===== config.mk =====
export PLATFORM = sky130hd
export DESIGN_NAME = station_credit_tracker
export DESIGN_NICKNAME = d
export VERILOG_FILES = /design/src/rtl/station_credit_tracker.sv
export SDC_FILE = /design/constraint.sdc
export NUM_CORES = 1
export LEC_CHECK = 0
export ABC_AREA = 1
export BUFFER_PORTS_ARGS = -buffer_cell sky130_fd_sc_hd__buf_2
export CAP_MARGIN = 20
export CORE_UTILIZATION = 50
export CTS_CLUSTER_DIAMETER = 100
export DETAILED_ROUTE_END_ITERATION = 8
export PLACE_DENSITY = 0.72
export SYNTH_ARGS = -nofsm -noshare
export SYNTH_HDL_FRONTEND = slang
export SYNTH_SLANG_ARGS = --single-unit

===== constraint.sdc =====
create_clock -name clock -period 7.3 [get_ports clock]
set_clock_uncertainty 0.2 [all_clocks]
set_input_delay 1.095 -clock clock [delete_from_list [all_inputs] [get_ports clock]]
set_output_delay 1.095 -clock clock [all_outputs]
set_load 0.02 [all_outputs]

===== src/rtl/station_credit_tracker.sv =====
// Station and ROB credit tracker: keeps free-entry counts for every
// reservation station and the reorder buffer, and drives the registered
// full flags that the issuer reads before issuing an instruction pair.
module station_credit_tracker #(
   parameter int unsigned AL_DEPTH    = 8,
   parameter int unsigned BR_DEPTH    = 4,
   parameter int unsigned LS_DEPTH    = 8,
   parameter int unsigned MD_DEPTH    = 4,
   parameter int unsigned RB_DEPTH    = 16,
   parameter int unsigned FULL_THRESH = 2,
   parameter int unsigned CNT_W       = $clog2(RB_DEPTH + 1)
) (
   input  logic             clock,
   input  logic             reset,
   input  logic             flush,
   input  logic [1:0]       issue_valid,
   input  logic [2:0]       issue_type_0,
   input  logic [2:0]       issue_type_1,
   input  logic             rel_alu,
   input  logic             rel_branch,
   input  logic             rel_load_store,
   input  logic             rel_mult_div,
   input  logic [1:0]       rob_retire,
   output logic             full_alu,
   output logic             full_branch,
   output logic             full_load_store,
   output logic             full_mult_div,
   output logic             full_rob,
   output logic [CNT_W-1:0] free_rob,
   output logic             credit_err
);

   localparam int unsigned NUM_CNT = 5;
   localparam int unsigned NW      = CNT_W + 1;

   // Counter slots
   localparam int unsigned IX_AL = 0;
   localparam int unsigned IX_BR = 1;
   localparam int unsigned IX_LS = 2;
   localparam int unsigned IX_MD = 3;
   localparam int unsigned IX_RB = 4;

   // Issue type encoding
   localparam logic [2:0] TY_AL = 3'd0;
   localparam logic [2:0] TY_BR = 3'd1;
   localparam logic [2:0] TY_LS = 3'd2;
   localparam logic [2:0] TY_RB = 3'd3;
   localparam logic [2:0] TY_MD = 3'd4;

   typedef logic [CNT_W-1:0] cnt_t;

   localparam cnt_t DEPTH_TAB [NUM_CNT] = '{
      cnt_t'(AL_DEPTH), cnt_t'(BR_DEPTH), cnt_t'(LS_DEPTH),
      cnt_t'(MD_DEPTH), cnt_t'(RB_DEPTH)
   };
   localparam cnt_t THRESH = cnt_t'(FULL_THRESH);

   cnt_t                  free_q  [NUM_CNT];
   cnt_t                  free_d  [NUM_CNT];
   logic [NUM_CNT-1:0]    full_q;
   logic [NUM_CNT-1:0]    full_d;
   logic                  err_q;
   logic                  err_d;

   logic [2:0]            slot_type [2];
   logic [1:0]            dec_c   [NUM_CNT];
   logic [1:0]            inc_c   [NUM_CNT];
   logic signed [NW-1:0]  raw_c   [NUM_CNT];
   cnt_t                  sat_c   [NUM_CNT];
   logic [NUM_CNT-1:0]    sat_err_c;
   logic                  type_err_c;
   logic                  retire_err_c;

   assign slot_type[0] = issue_type_0;
   assign slot_type[1] = issue_type_1;

   // Debits: each valid slot takes one ROB entry plus one entry of its station
   always_comb begin
      for (int i = 0; i < int'(NUM_CNT); i++) dec_c[i] = 2'd0;
      type_err_c = 1'b0;
      for (int s = 0; s < 2; s++) begin
         if (issue_valid[s]) begin
            dec_c[IX_RB] = dec_c[IX_RB] + 2'd1;
            case (slot_type[s])
               TY_AL:   dec_c[IX_AL] = dec_c[IX_AL] + 2'd1;
               TY_BR:   dec_c[IX_BR] = dec_c[IX_BR] + 2'd1;
               TY_LS:   dec_c[IX_LS] = dec_c[IX_LS] + 2'd1;
               TY_MD:   dec_c[IX_MD] = dec_c[IX_MD] + 2'd1;
               TY_RB:   ;
               default: type_err_c = 1'b1;
            endcase
         end
      end
   end

   // Credits: station releases and ROB retirement (3 is clamped to 2)
   always_comb begin
      inc_c[IX_AL] = {1'b0, rel_alu};
      inc_c[IX_BR] = {1'b0, rel_branch};
      inc_c[IX_LS] = {1'b0, rel_load_store};
      inc_c[IX_MD] = {1'b0, rel_mult_div};
      inc_c[IX_RB] = (rob_retire == 2'd3) ? 2'd2 : rob_retire;
      retire_err_c = &rob_retire;
   end

   // Signed next count, clamped to [0, DEPTH]; any clamp is a credit error
   always_comb begin
      for (int i = 0; i < int'(NUM_CNT); i++) begin
         raw_c[i]     = $signed({1'b0, free_q[i]}) - $signed(NW'(dec_c[i]))
                        + $signed(NW'(inc_c[i]));
         sat_c[i]     = raw_c[i][CNT_W-1:0];
         sat_err_c[i] = 1'b0;
         if (raw_c[i][NW-1]) begin
            sat_c[i]     = '0;
            sat_err_c[i] = 1'b1;
         end else if (raw_c[i] > $signed({1'b0, DEPTH_TAB[i]})) begin
            sat_c[i]     = DEPTH_TAB[i];
            sat_err_c[i] = 1'b1;
         end
      end
   end

   // Next state: flush restores every counter and ignores this cycle's traffic
   always_comb begin
      for (int i = 0; i < int'(NUM_CNT); i++) begin
         free_d[i] = flush ? DEPTH_TAB[i] : sat_c[i];
         full_d[i] = !flush && (sat_c[i] < THRESH);
      end
      err_d = err_q | (!flush & ((|sat_err_c) | type_err_c | retire_err_c));
   end

   // Counter, flag and sticky error registers
   always_ff @(posedge clock or negedge reset) begin
      if (!reset) begin
         for (int i = 0; i < int'(NUM_CNT); i++) free_q[i] <= DEPTH_TAB[i];
         full_q <= '0;
         err_q  <= 1'b0;
      end else begin
         for (int i = 0; i < int'(NUM_CNT); i++) free_q[i] <= free_d[i];
         full_q <= full_d;
         err_q  <= err_d;
      end
   end

   assign full_alu        = full_q[IX_AL];
   assign full_branch     = full_q[IX_BR];
   assign full_load_store = full_q[IX_LS];
   assign full_mult_div   = full_q[IX_MD];
   assign full_rob        = full_q[IX_RB];
   assign free_rob        = free_q[IX_RB];
   assign credit_err      = err_q;

endmodule


Word-level counts from Yosys, hierarchy flattened
Index checks and enable logic that the tools add are counted.
Storage, ports and cells
  register bits: 31
  input bits: 17
  output and inout port bits: 11
  logic and storage cells: 97
Cells by class
  add/sub/neg operators: 15
  order comparisons: 10
  equal/unequal tests: 9
  mux-type cells: 40
  bitwise logic cells: 4
  reductions and logical operators: 12
Operator list (count)
  5-bit 2-to-1 mux: 15
  5-bit by 2-bit subtractor with 6-bit output: 5
  5-bit by 2-bit < comparator with 1-bit output (second input constant): 5
  6-bit by 2-bit adder with 6-bit output: 4
  10-bit 2-to-1 mux: 2
  1-bit 2-to-1 mux: 18
  5-bit OR reduction: 3
  3-bit by 2-bit == test with 1-bit output (second input constant): 4
  6-bit by 4-bit greater-than comparator with 1-bit output (second input constant): 2
  6-bit by 5-bit greater-than comparator with 1-bit output (second input constant): 2
  2-bit by 1-bit adder with 2-bit output (second input constant): 5
  2-bit 2-to-1 mux: 5
  6-bit by 3-bit adder with 6-bit output: 1
  3-bit by 1-bit == test with 1-bit output (second input constant): 2
  3-bit == test (second input constant): 2
  6-bit greater-than comparator (second input constant): 1
  3-bit logical NOT: 2
  1-bit logical AND: 5
  1-bit bitwise OR: 3
  2-bit == test (second input constant): 1
  2-bit AND reduction: 1
  1-bit bitwise AND: 1
  1-bit logical NOT: 1

Longest topological paths before layout
Gate-level depths: netlist (run 1).
  depth after elaboration: 16
  gate-level depth with buffers: 24
  mapped depth without buffers: 24

Least setup slack after synthesis (run 1)
OpenSTA, ideal clock, no wires.
  path type: input port to flip-flop
  start: input issue_valid[0]
  end: register err_q (netlist: credit_err)
  setup time: 116 ps
  arrival: 3441 ps
  required time: 6984 ps
  slack: 3542 ps
  cell stages on the path: 21
  buffers on the path: 0
  cell sequence: inv_1 nor2_1 inv_1 nor3_1 ha_1 nand2_1 nand2_1 ha_1 inv_1 ha_1 inv_1 fa_1 nand3b_1 nand3_1 nand2_1 nor2_2 nand2_2 nor2_1 nand3_1 nand2_1 nand2_1
Between the ends
  word-level cells in the longest chain between the ends: 14
  elaborated cells on any way between the ends: 44
  classes of those cells: add/sub (15); order compare (5); mux (19); bitwise (4); reduce/logical (1)
RTL lines
  start: declaration: line 16  | input logic [1:0] issue_valid,
  10-bit 2-to-1 mux: line 82  | if (issue_valid[s]) begin
  2-bit by 1-bit adder with 2-bit output (on tied branches)
  2-bit 2-to-1 mux: line 84  | case (slot_type[s])
  10-bit 2-to-1 mux: line 82
  5-bit by 2-bit subtractor with 6-bit output: line 109  | raw_c[i] = $signed({1'b0, free_q[i]}) - $signed(NW'(dec_c[i]))
  6-bit by 2-bit adder with 6-bit output: line 110  | + $signed(NW'(inc_c[i]));
  6-bit by 5-bit greater-than comparator with 1-bit output / 6-bit by 4-bit greater-than comparator with 1-bit output (equally long branches): line 116  | end else if (raw_c[i] > $signed({1'b0, DEPTH_TAB[i]})) begin
  1-bit 2-to-1 mux: line 116
  1-bit 2-to-1 mux: line 113  | if (raw_c[i][NW-1]) begin
  5-bit OR reduction: line 129  | err_d = err_q | (!flush & ((|sat_err_c) | type_err_c | retire_err_c));
  1-bit bitwise OR * (2 in series): line 129
  1-bit bitwise AND *: line 129
  1-bit bitwise OR *: line 129
  via err_d: line 63  | logic err_d;
  end signal: assignment: line 141  | err_q <= err_d;
  end: declaration: line 62  | logic err_q;
Mark *: on every way through the listed nets, which the timed path passes. The rest lies on a longest branch.

Worst setup path after layout (run 1)
Same ends and word-level chain as after synthesis.

==> results of run 1 <==
-- logic make-up after synthesis --
kind of cell | Yosys count | share of synthesized area
AO/OA/AOI/OAI | 17 | 0.0354
buffers and inverters | 92 | 0.134
flip-flops | 31 | 0.280
XOR/XNOR | 5 | 0.0157
adder cells (fa/ha/maj) | 45 | 0.218
AND/OR/NAND/NOR | 205 | 0.316
other | 1 | 0.00134
-- worst register-to-register path, stage by stage (launching register included) --
cell     delay, ns
dfrtp_1       0.42
fa_1          0.55
fa_1          0.53
or2_2         0.30
nor2_1        0.11
nand2_1       0.06
nand2_1       0.05
nand2_1       0.09
nor2_1        0.14
nand3_1       0.09
nand2_1       0.06
nand2_1       0.06
-- flip-flops by register name (all words and copies together), names as in the netlist --
| name | count |
|---|---|
| full_q | 5 |
| credit_err | 1 |
| free_q | 20 |
| free_rob | 5 |
-- per-stage QoR --
step / hold WS, ns / util / area [sq um]
after floorplan: 0.374 / - / 2810
after global placement: 0.278 / 0.567 / 2970
after detailed placement: 0.301 / 0.567 / 2970
after CTS: 0.325 / 0.585 / 3060
after global routing: 0.357 / 0.585 / 3060
final: 0.331 / 0.585 / 3060
-- final cells by class --
class                      instances  area (sq um)  area share
multi-input combinational        278          1650       0.540
sequential                        31           782       0.255
clock buffer                       7          86.3      0.0282
timing repair buffer              27           135      0.0441
tap                               70          87.6      0.0286
inverter                          83           312       0.102
clock inverter                     1          5.00     0.00163
-- layout by cell type (no fill, tap or decap), types with 2 or more instances in the layout --
master,netlist,final
inv_1,78,78
fa_1,6,6
dfstp_2,5,5
nor2_1,31,31
nand2_1,117,117
buf_2,1,27
dfrtp_1,26,26
nor3_1,10,10
clkbuf_8,0,6
nor2_2,2,2
nand3b_1,3,3
xnor2_1,4,4
nand3_2,2,2
a21oi_1,11,11
nand3_1,28,28
inv_2,4,4
nand2_2,3,3
nand4_1,7,7
ha_1,39,39
conb_1,1,6
o21bai_1,2,2
o31ai_1,2,2
-- power groups by stage --
stage / combinational (mW) / clock, mW / sequential [mW]
after floorplan: 0.315 / 0 / 0.222
after global placement: 0.381 / 0 / 0.217
after detailed placement: 0.389 / 0 / 0.218
after CTS: 0.392 / 0.145 / 0.215
after global routing: 0.451 / 0.152 / 0.218
final: 0.388 / 0.140 / 0.214
-- cells in the mapped netlist, drive strengths merged, types with 2 or more instances --
cell    number  area share
ha          39        0.17
xnor2        4       0.013
dfstp        5       0.047
inv         82        0.11
buf          7       0.019
clkbuf       2      0.0027
nand2      121        0.17
dfrtp       26        0.23
nand4        7       0.016
o21bai       2      0.0054
nand3       30       0.057
nor3        10       0.018
nand3b       3      0.0081
nor2        33       0.046
o31ai        2      0.0054
fa           6       0.043
a21oi       11       0.020
-- metal layers --
| metal | track usage | routed length (um) | vias up |
|---|---|---|---|
| li1 | - | - | 1273 |
| met1 | 0.241 | 2440 | 1069 |
| met2 | 0.365 | 2610 | 33 |
| met3 | 0.0357 | 189 | 6 |
| met4 | 0.0635 | 68 | 0 |
| met5 | 0 | 0 | - |
-- worst paths after layout --
kind,from,to,slack (ns),depth (start not counted)
max,issue_valid[0],credit_err,3.32,22
min,credit_err,credit_err,0.33,2
max reg2reg,free_rob[1],credit_err,4.53,11
min reg2reg,credit_err,credit_err,0.33,2
max in group asynchronous,reset,free_q[8],5.80,1
min in group asynchronous,reset,free_q[24],0.65,1
==> impl_results.md, run 1 <==
- Setup WS post-layout: about 3.3 ns
- Synth Cell Area: ~2800 sq um
- Clock root buffer: clkbuf_8
- Post_cts resized: 0
- Syn-to-layout area delta: 9.73%
- Post-CTS Setup Inserts: 0
- Leakage: roughly 1.8 nW
- Largest net degree at the start of global routing: 32
- Hold_buf cts: 0
- Core Box Area: between 5000 and 6000 sq um
- Initial DRC count: 96
- Worst-path clk slew: ~0.07 ns
- Switching Fraction: 0.435
- Setup Total Neg Slack: 0 ns
- DP Cell Count: about 500
- Final period util: 0.546
- Antenna violations before repair: 0
- Slew headroom: 0.540
- Pwr dens: between 200 and 250 nW/um^2
- Critical Path AT: roughly 4.0 ns
- Max Fanout on Critical Path: 4
- WS Path Type: in2reg
- Fmax: ~250 MHz
- Share of cells above drive strength 1: 0.122
- Status: finished, final reports clean
- Die H: 76.7 um
- Syn avg cell area: approximately 7.0 sq um
- DRC Markers: 0
- NetSw: roughly 0.32 mW
- Total Routed Length: roughly 5300 um
- Critical path's slowest cell: fa_1
- Maxcap violations: 0
- Worst path bufs/invs: 5
- TritonCTS clock tree: built
- RSZ-0062 raised after global routing: false
- First-pass GRT wire length: 9480 um
- Port Buffer Count: 27
- Via count: 2381
- Number of diodes: 0
- Yosys cell types: 30
- Die area: 5880 sq um
- Average routed wire per standard cell: between 10 and 15 um
- Drt pass-1 iters: 4
- Clock Tree Buf Depth: 2
- Sequential share of power: 0.289
- Min cycle time layout: between 3 and 4 ns
- Setup violators final: 0
- Number of synthesized register bits: 31
- Critical path's most frequent cell: nand2_1
- Routability congestion estimate: 0.805
- I/O pins: 28
- Fillers: between 400 and 500
- FFs w/ async S/R, synth: 1.00
- CP required: around 7.3 ns
- Total power: 0.742 mW
- Top_reg_cell synth: dfrtp_1
- Skew-Pair Late Insertion Delay: 0.29 ns
- Max Transition Viols Final: 0
- Pre-CTS setup slack: a little over 3 ns
- Endpoint class of the critical path: flop
- GRT Util Overall: 0.202
- Post-Synthesis Cells: between 300 and 400
- Total grt overflow: 0
- EDFF count, synth: 0
- Sequential area share after synthesis: 0.280
- Detail Route Antenna Nets: 0
- Hold Path Class: reg2reg
- Non-Filler Instances: about 500
- NumNets Final: ~490
- Num CTS Buffers: 5
- Initial core utilization: 0.533
- CP cell instances: buf_2, inv_1, nor2_1, inv_1, nor3_1, ha_1, nand2_1, nand2_1, ha_1, inv_1, ha_1, inv_1, fa_1, nand3b_1, nand3_1, nand2_1, nor2_2, nand2_2, nor2_1, nand3_1, nand2_1, nand2_1
- Pint: between 0.4 and 0.5 mW
- Type of origin of the critical path: primary input
- Clk pwr share: 0.189
- Row cnt: 26
- H-Tree Depth: 2
- Clk sinks: 31
- Worst-margin pin slew: around 0.69 ns
- Comb pwr share: 0.523
- Final hold viol count: 0
- Worst-case vdd ir drop: ~0.15 mV
- Vias in the first global route: roughly 2300
- Post-detail-place hpwl: around 4300 um
- Top delay family on crit path: simple AND/OR/NAND/NOR gates
- Vias per cell: about 4.8
- Worst path max stage delay: between 0.4 and 0.5 ns
- Synth warn: 0
- Die Wd: approximately 77 um
(Power assumes the default switching activity.)
==> inputs of run 2 (changes only) <==
ABC_AREA = 0   (was 1)
PLACE_DENSITY = 0.75   (was 0.72)
clock period = 3.4 ns   (was 7.3 ns; I/O delays follow)
==> impl_results.md, run 2 <==
- Status: finished, violations left
- Failing checks: setup timing
- Slew headroom: 0.520 (-0.0192)
- Setup Total Neg Slack: -1.19 ns (-1.19 ns)
- Post-detail-place hpwl: 3990 um (-8.1%)
- Clock Tree Buf Depth: 2 (unchanged)
- Min cycle time layout: about 3.6 ns
- Core Box Area: 4880 sq um (-6.8%)
- Critical Path AT: 3.60 ns (-0.36 ns)
- Syn avg cell area: 9.53 sq um (+35%)
- Top cell type's share of synthesized area: 0.250 (+0.0168)
- Worst R2R Path Depth: 9 (-2)
- Maxcap violations: 0 (unchanged)
- Pre-CTS setup slack: -0.706 ns (-3.76 ns)
- Number of diodes: 0 (unchanged)
- Port Buffer Count: 27 (unchanged)
- Die Wd: 74.1 um (-3.3%)
- Clk sinks: 31 (unchanged)
- CP Launch Point: issue_type_1[0]
- Number of synthesized register bits: 31 (unchanged)
- Most common cell after layout, fill and taps aside: buf_4
- Fmax: approximately 280 MHz
- Sequential area share after synthesis: 0.300 (+0.0202)
- Vias in the first global route: 2178 (-4.8%)
- Initial core utilization: 0.533 (+0.000605)
- Row cnt: 25 (-3.8%)
- Final hold viol count: 0 (unchanged)
- Pwr dens: 579 nW/um^2 (+140%)
- Skew-Pair Late Insertion Delay: 0.29 ns (about the same)
- Yosys cell types: 44 (+47%)
- DRC Markers: 0 (unchanged)
- Max reg flops: 20 (unchanged)
- Leakage: 1.81 nW (-1.5%)
- Detail Route Antenna Nets: 0 (unchanged)
- EDFF count, synth: 0 (unchanged)
- Fillers: 326 (-34%)
- Worst-margin pin slew: 0.719 ns (+0.0288 ns)
- Top_reg_cell synth: dfrtp_1
- Max Fanout on Critical Path: 5 (+1)
- Setup violators final: 10 (+10)
- Via count: 2214 (-7.0%)
- Count leader, synth: inv_1
- RSZ-0062 raised after global routing: true
- Largest net degree at the start of global routing: 32 (unchanged)
- Hold Path Class: in2async
- Hold WS: 0.0656 ns (-0.265 ns)
- Routability congestion estimate: 0.815 (+1.2%)
- Total power: 2.14 mW (+190%)
- Worst-path clk slew: 0.07 ns (about the same)
- Worst-case vdd ir drop: 0.403 mV (+160%)
- Commonest non-fill, non-tap cells in the layout: buf_4 (53), inv_1 (32), ha_1 (31)
- Synth Cell Area: 2600 sq um (-6.7%)
- I/O pins: 28 (unchanged)
- Endpoint class of the critical path: flop
- Vias per cell: 5.20 (+8.5%)
- Max Transition Viols Final: 0 (unchanged)
- WS Path Type: in2reg
- Clock root buffer: clkbuf_8
- Total Routed Length: 6210 um (+17%)
- Total grt overflow: 0 (unchanged)
- Largest reg by FF count: free_q
- Die area: 5500 sq um (-6.6%)
- Syn-to-layout area delta: 42.0%
- Die H: 74.1 um (-3.3%)
- Final Cell Area: 3690 sq um (+21%)
- Worst reg2reg startpoint: free_rob[1]
- Critical path's slowest cell: fa_1
- Dpl cell area: 3200 sq um (+7.8%)
- Synth warn: 0 (unchanged)
- First-pass GRT wire length: 9270 um (-2.2%)
- Crit Reg-Reg Endpoint: credit_err
- Share of cells above drive strength 1: 0.426 (+0.304)
- Cell taking the most area after synthesis: dfrtp_1
- TritonCTS clock tree: built
- Reg2reg setup slack: 0.33 ns (-4.20 ns)
- Drt pass-1 iters: 4 (unchanged)
- H-Tree Depth: 2 (unchanged)
- Average routed wire per standard cell: 14.6 um (+37%)
- CP cell instances: buf_4, nor3b_2, ha_1, mux2_4, ha_4, inv_2, ha_4, inv_2, fa_1, nand2b_1, a211oi_2, a21oi_1, a2111oi_1, nand2_1, o41a_1
- CP required: 3.38 ns (-3.90 ns)
- Final period util: 1.07
- Type of origin of the critical path: primary input
- Initial DRC count: 85 (-11%)
- NumNets Final: 420 (-14%)
- FFs w/ async S/R, synth: 1.00 (unchanged)
- Commonest cells in the netlist: inv_1 (41), ha_1 (39), dfrtp_1 (26)
- Synth area leaders: dfrtp_1 (25%), ha_1 (19%), inv_1 (5.9%), dfstp_2 (5.0%), fa_1 (4.6%)
- Setup crit end: credit_err
- GRT Util Overall: 0.229 (+0.0268)
- Post-Synthesis Cells: 273 (-31%)
- Setup WS post-layout: -0.224 ns (-3.54 ns)
- Num CTS Buffers: 5 (unchanged)
- Antenna violations before repair: 0 (unchanged)
- Worst path max stage delay: 0.51 ns (+0.10 ns)
run 2: worst max-delay path, delay by kind of cell:
kind,cells,cell delay (ns)
AO/OA/AOI/OAI,4,1.06
adder cells (fa/ha/maj),4,1.09
buffers and inverters,3,0.22
multiplexers,1,0.27
AND/OR/NAND/NOR,3,0.44
run 2: worst min path at each step:
stage / depth (start not counted) / endpoint / slack [ns] / start
6_report: 1 / full_q[0] / 0.07 / reset
3_3_place_gp: 1 / free_q[24] / 0.41 / reset
2_1_floorplan: 0 / credit_err / 0.01 / reset
4_1_cts: 1 / free_q[14] / 0.10 / reset
5_1_grt: 1 / free_rob[0] / 0.14 / reset
3_5_place_dp: 1 / free_q[24] / 0.42 / reset
run 2: logic make-up (layout without fill, tap and decap cells):
family	after synthesis	in the layout	synth area share
other	1	6	0.00144
buffers and inverters	50	131	0.0793
flip-flops	31	31	0.300
multiplexers	4	4	0.0173
adder cells (fa/ha/maj)	45	45	0.234
AO/OA/AOI/OAI	59	59	0.164
XOR/XNOR	16	16	0.0538
AND/OR/NAND/NOR	67	67	0.150
run 2: cell type report:
class / instances / area [sq um] / area share
Multi-Input combinational cell: 197 / 1970 / 0.532
Sequential cell: 31 / 782 / 0.212
Timing Repair Buffer: 82 / 609 / 0.165
Inverter: 41 / 161 / 0.0437
Clock buffer: 7 / 86.3 / 0.0234
Tap cell: 67 / 83.8 / 0.0227
Clock inverter: 1 / 5.00 / 0.00135
run 2: metal layers:
layer	track usage	wire, um	vias up
li1	-	-	1100
met1	0.261	2620	1060
met2	0.418	3260	39
met3	0.0393	158	15
met4	0.103	174	0
met5	0	0	-
run 2: what timing repair did:
action,4_1_cts,5_1_grt
resized for setup,39,27
endpoints found under the setup margin,16,18
buffers inserted,10,5
hold buffers,0,0
pin swaps,24,12
run 2: stage by stage:
step                      utilization  cells
final                           0.757    426
after global routing            0.757    426
after floorplan                     -    278
after global placement          0.656    403
after detailed placement        0.656    403
after CTS                       0.726    421
run 2: power by group:
part | internal, mW | switching [mW]
Sequential | 0.450 | 0.0348
Clock | 0.163 | 0.142
Combinational | 0.695 | 0.656
Total | 1.31 | 0.832
==> inputs of run 3 (changes only) <==
CORE_UTILIZATION = 45   (was 50)
PLACE_DENSITY = 0.69   (was 0.75)
clock period = 3 ns   (was 3.4 ns; I/O delays follow)
==> impl_results.md, run 3 (synthesis results as in run 2) <==
- Leakage: 1.91 nW (+5.9%)
- Final hold viol count: 0 (unchanged)
- Top sig layer: met4
- GRT Util Overall: 0.217 (-0.0119)
- Register area: 782 sq um (unchanged)
- TritonCTS clock tree: built
- Worst reg2reg startpoint: free_rob[1]
- Clock root buffer: clkbuf_8
- Die Wd: 78.1 um (+5.3%)
- Fillers: 398 (+22%)
- Worst path bufs/invs: 4 (+1)
- Average routed wire per standard cell: 14.4 um (-1.2%)
- Drt pass-1 iters: 4 (unchanged)
- Sequential share of power: 0.201 (-0.025)
- Worst-margin pin slew: 0.716 ns (-0.00378 ns)
- DP Cell Count: 422 (+4.7%)
- Maxcap violations: 0 (unchanged)
- Crit Reg-Reg Endpoint: credit_err
- Non-Filler Instances: 442 (+3.8%)
- Vias per cell: 5.07 (-2.4%)
- Skew-Pair Late Insertion Delay: 0.29 ns (about the same)
- H-Tree Depth: 2 (unchanged)
- Max Transition Viols Final: 0 (unchanged)
- DRC Markers: 0 (unchanged)
- Post-detail-place hpwl: 4310 um (+8.0%)
- Row cnt: 27 (+8.0%)
- Hold Path Class: in2async
- Max Fanout on Critical Path: 2 (-3)
- Total Routed Length: 6370 um (+2.5%)
- RSZ-0062 raised after global routing: true
- Num CTS Buffers: 5 (unchanged)
- Clk pwr share: 0.160 (+0.018)
- NumNets Final: 431 (+2.6%)
- Switching Fraction: 0.382 (-0.00630)
- Pwr dens: 676 nW/um^2 (+17%)
- Endpoint class of the critical path: flop
- Setup WS post-layout: -0.495 ns (-0.272 ns)
- Largest reg by FF count: free_q
- Comb pwr share: 0.639 (+0.008)
- Fmax: ~290 MHz
- Top delay family on crit path: compound AO/OA/AOI/OAI gates
- Critical path's slowest cell: a221o_1
- Via count: 2242 (+1.3%)
- Multi-input logic area: 2160 sq um (+9.7%)
- Die area: 6090 sq um (+11%)
- Pint: 1.68 mW (+28%)
- Port Buffer Count: 27 (unchanged)
- WS Path Type: in2reg
- Vias in the first global route: 2342 (+7.5%)
- Min cycle time layout: approximately 3.5 ns
- CP cell instances: buf_8, nand2b_4, buf_6, nor3_4, ha_1, mux2_4, ha_4, inv_2, ha_4, inv_2, fa_2, nor2b_1, o21a_1, or3_4, a221o_1, o41a_1
- Max reg flops: 20 (unchanged)
- Layout Utilization: 0.724 (-0.0329)
- Setup Total Neg Slack: -6.17 ns (-4.98 ns)
- Worst path max stage delay: 0.37 ns (-0.14 ns)
- Core Box Area: 5540 sq um (+14%)
- Type of origin of the critical path: primary input
- CP required: 2.97 ns (-0.41 ns)
- Routability congestion estimate: 0.777 (-4.7%)
- Worst R2R Path Depth: 9 (unchanged)
- Critical Path AT: 3.46 ns (-0.14 ns)
- Die H: 78.1 um (+5.3%)
- Total grt overflow: 0 (unchanged)
- Routed met2 length: 3480 um (+6.7%)
- NetSw: 1.04 mW (+25%)
- Detail Route Antenna Nets: 0 (unchanged)
- First-pass GRT wire length: 10200 um (+10%)
- Commonest non-fill, non-tap cells in the layout: buf_4 (58), inv_1 (31), ha_1 (30)
- Routed wl met3: 158 um (unchanged)
- Setup violators final: 19 (+9)
- Initial core utilization: 0.470 (-0.0636)
- Reg2reg setup slack: 0.07 ns (-0.26 ns)
- Worst-path clk slew: 0.07 ns (about the same)
- I/O pins: 28 (unchanged)
- Number of diodes: 0 (unchanged)
- Status: finished, violations left
- Most common cell after layout, fill and taps aside: buf_4
- Failing checks: setup timing
- Metal-1 WL: 2580 um (-1.5%)
- Hold_buf cts: 0 (unchanged)
- Initial DRC count: 84 (-1.2%)
- Share of cells above drive strength 1: 0.524 (+0.0981)
- Largest net degree at the start of global routing: 32 (unchanged)
- Clk sinks: 31 (unchanged)
- Worst-case vdd ir drop: 0.530 mV (+31%)
- Final period util: 1.17
- Antenna violations before repair: 0 (unchanged)
- Clock Tree Buf Depth: 2 (unchanged)
- Syn-to-layout area delta: 54.2%
- Slew headroom: 0.523 (+0.00252)
## run 3: cell count changes in the layout (fill, tap and decap cells not counted), moves of 4 or more
cell	delta
buf_4	+5
nor3b_2	+7
nor3b_1	-7
buf_6	+7
a21oi_2	+4
a21oi_1	-5
## run 3: metrics by stage
step	hold slack (ns)	area [sq um]	power, mW	setup slack (ns)
floorplan	-0.0456	2840	1.45	-0.635
global placement	0.343	3420	1.94	-0.918
detailed placement	0.350	3420	1.97	-0.967
CTS	0.0335	3810	2.56	-0.500
global route	0.0628	4010	2.91	-0.634
finish	0.0102	4010	2.71	-0.495
## run 3: timing repair
item	4_1_cts	5_1_grt
cloned	0	0
gates resized for setup	49	32
endpoints found under the setup margin	24	24
setup buffers	9	5
pin swaps	40	29
## run 3: area by class of cell
class,instances,area share
Multi-Input combinational cell,197,0.538
Clock buffer,6,0.0206
Inverter,41,0.0396
Clock inverter,2,0.00873
Sequential cell,31,0.195
Tap cell,72,0.0225
Timing Repair Buffer,93,0.176
## run 3: power groups by stage
stage                     logic (mW)  clock network (mW)  registers, mW
after floorplan                0.878                   0          0.576
after global placement          1.39                   0          0.552
after detailed placement        1.42                   0          0.555
after CTS                       1.57               0.444          0.547
after global routing            1.89               0.459          0.556
final                           1.73               0.433          0.547
## run 3: how the worst max path moves through the flow
stage                                from    endpoint  slack (ns)  cells past startpoint
after detailed placement   issue_valid[0]  credit_err       -0.97                     16
final                     issue_type_0[2]  credit_err       -0.50                     16
after floorplan           issue_type_0[2]  credit_err       -0.64                     15
after CTS                 issue_type_0[2]  credit_err       -0.50                     16
after global placement     issue_valid[0]  credit_err       -0.92                     16
after global routing      issue_type_0[2]  credit_err       -0.63                     17
## run 3: routing by layer
| layer | vias to the layer above | GRT usage |
|---|---|---|
| met2 | 40 | 0.409 |
| li1 | 1117 | - |
| met4 | 0 | 0.0667 |
| met1 | 1070 | 0.244 |
| met5 | - | 0 |
| met3 | 15 | 0.0430 |
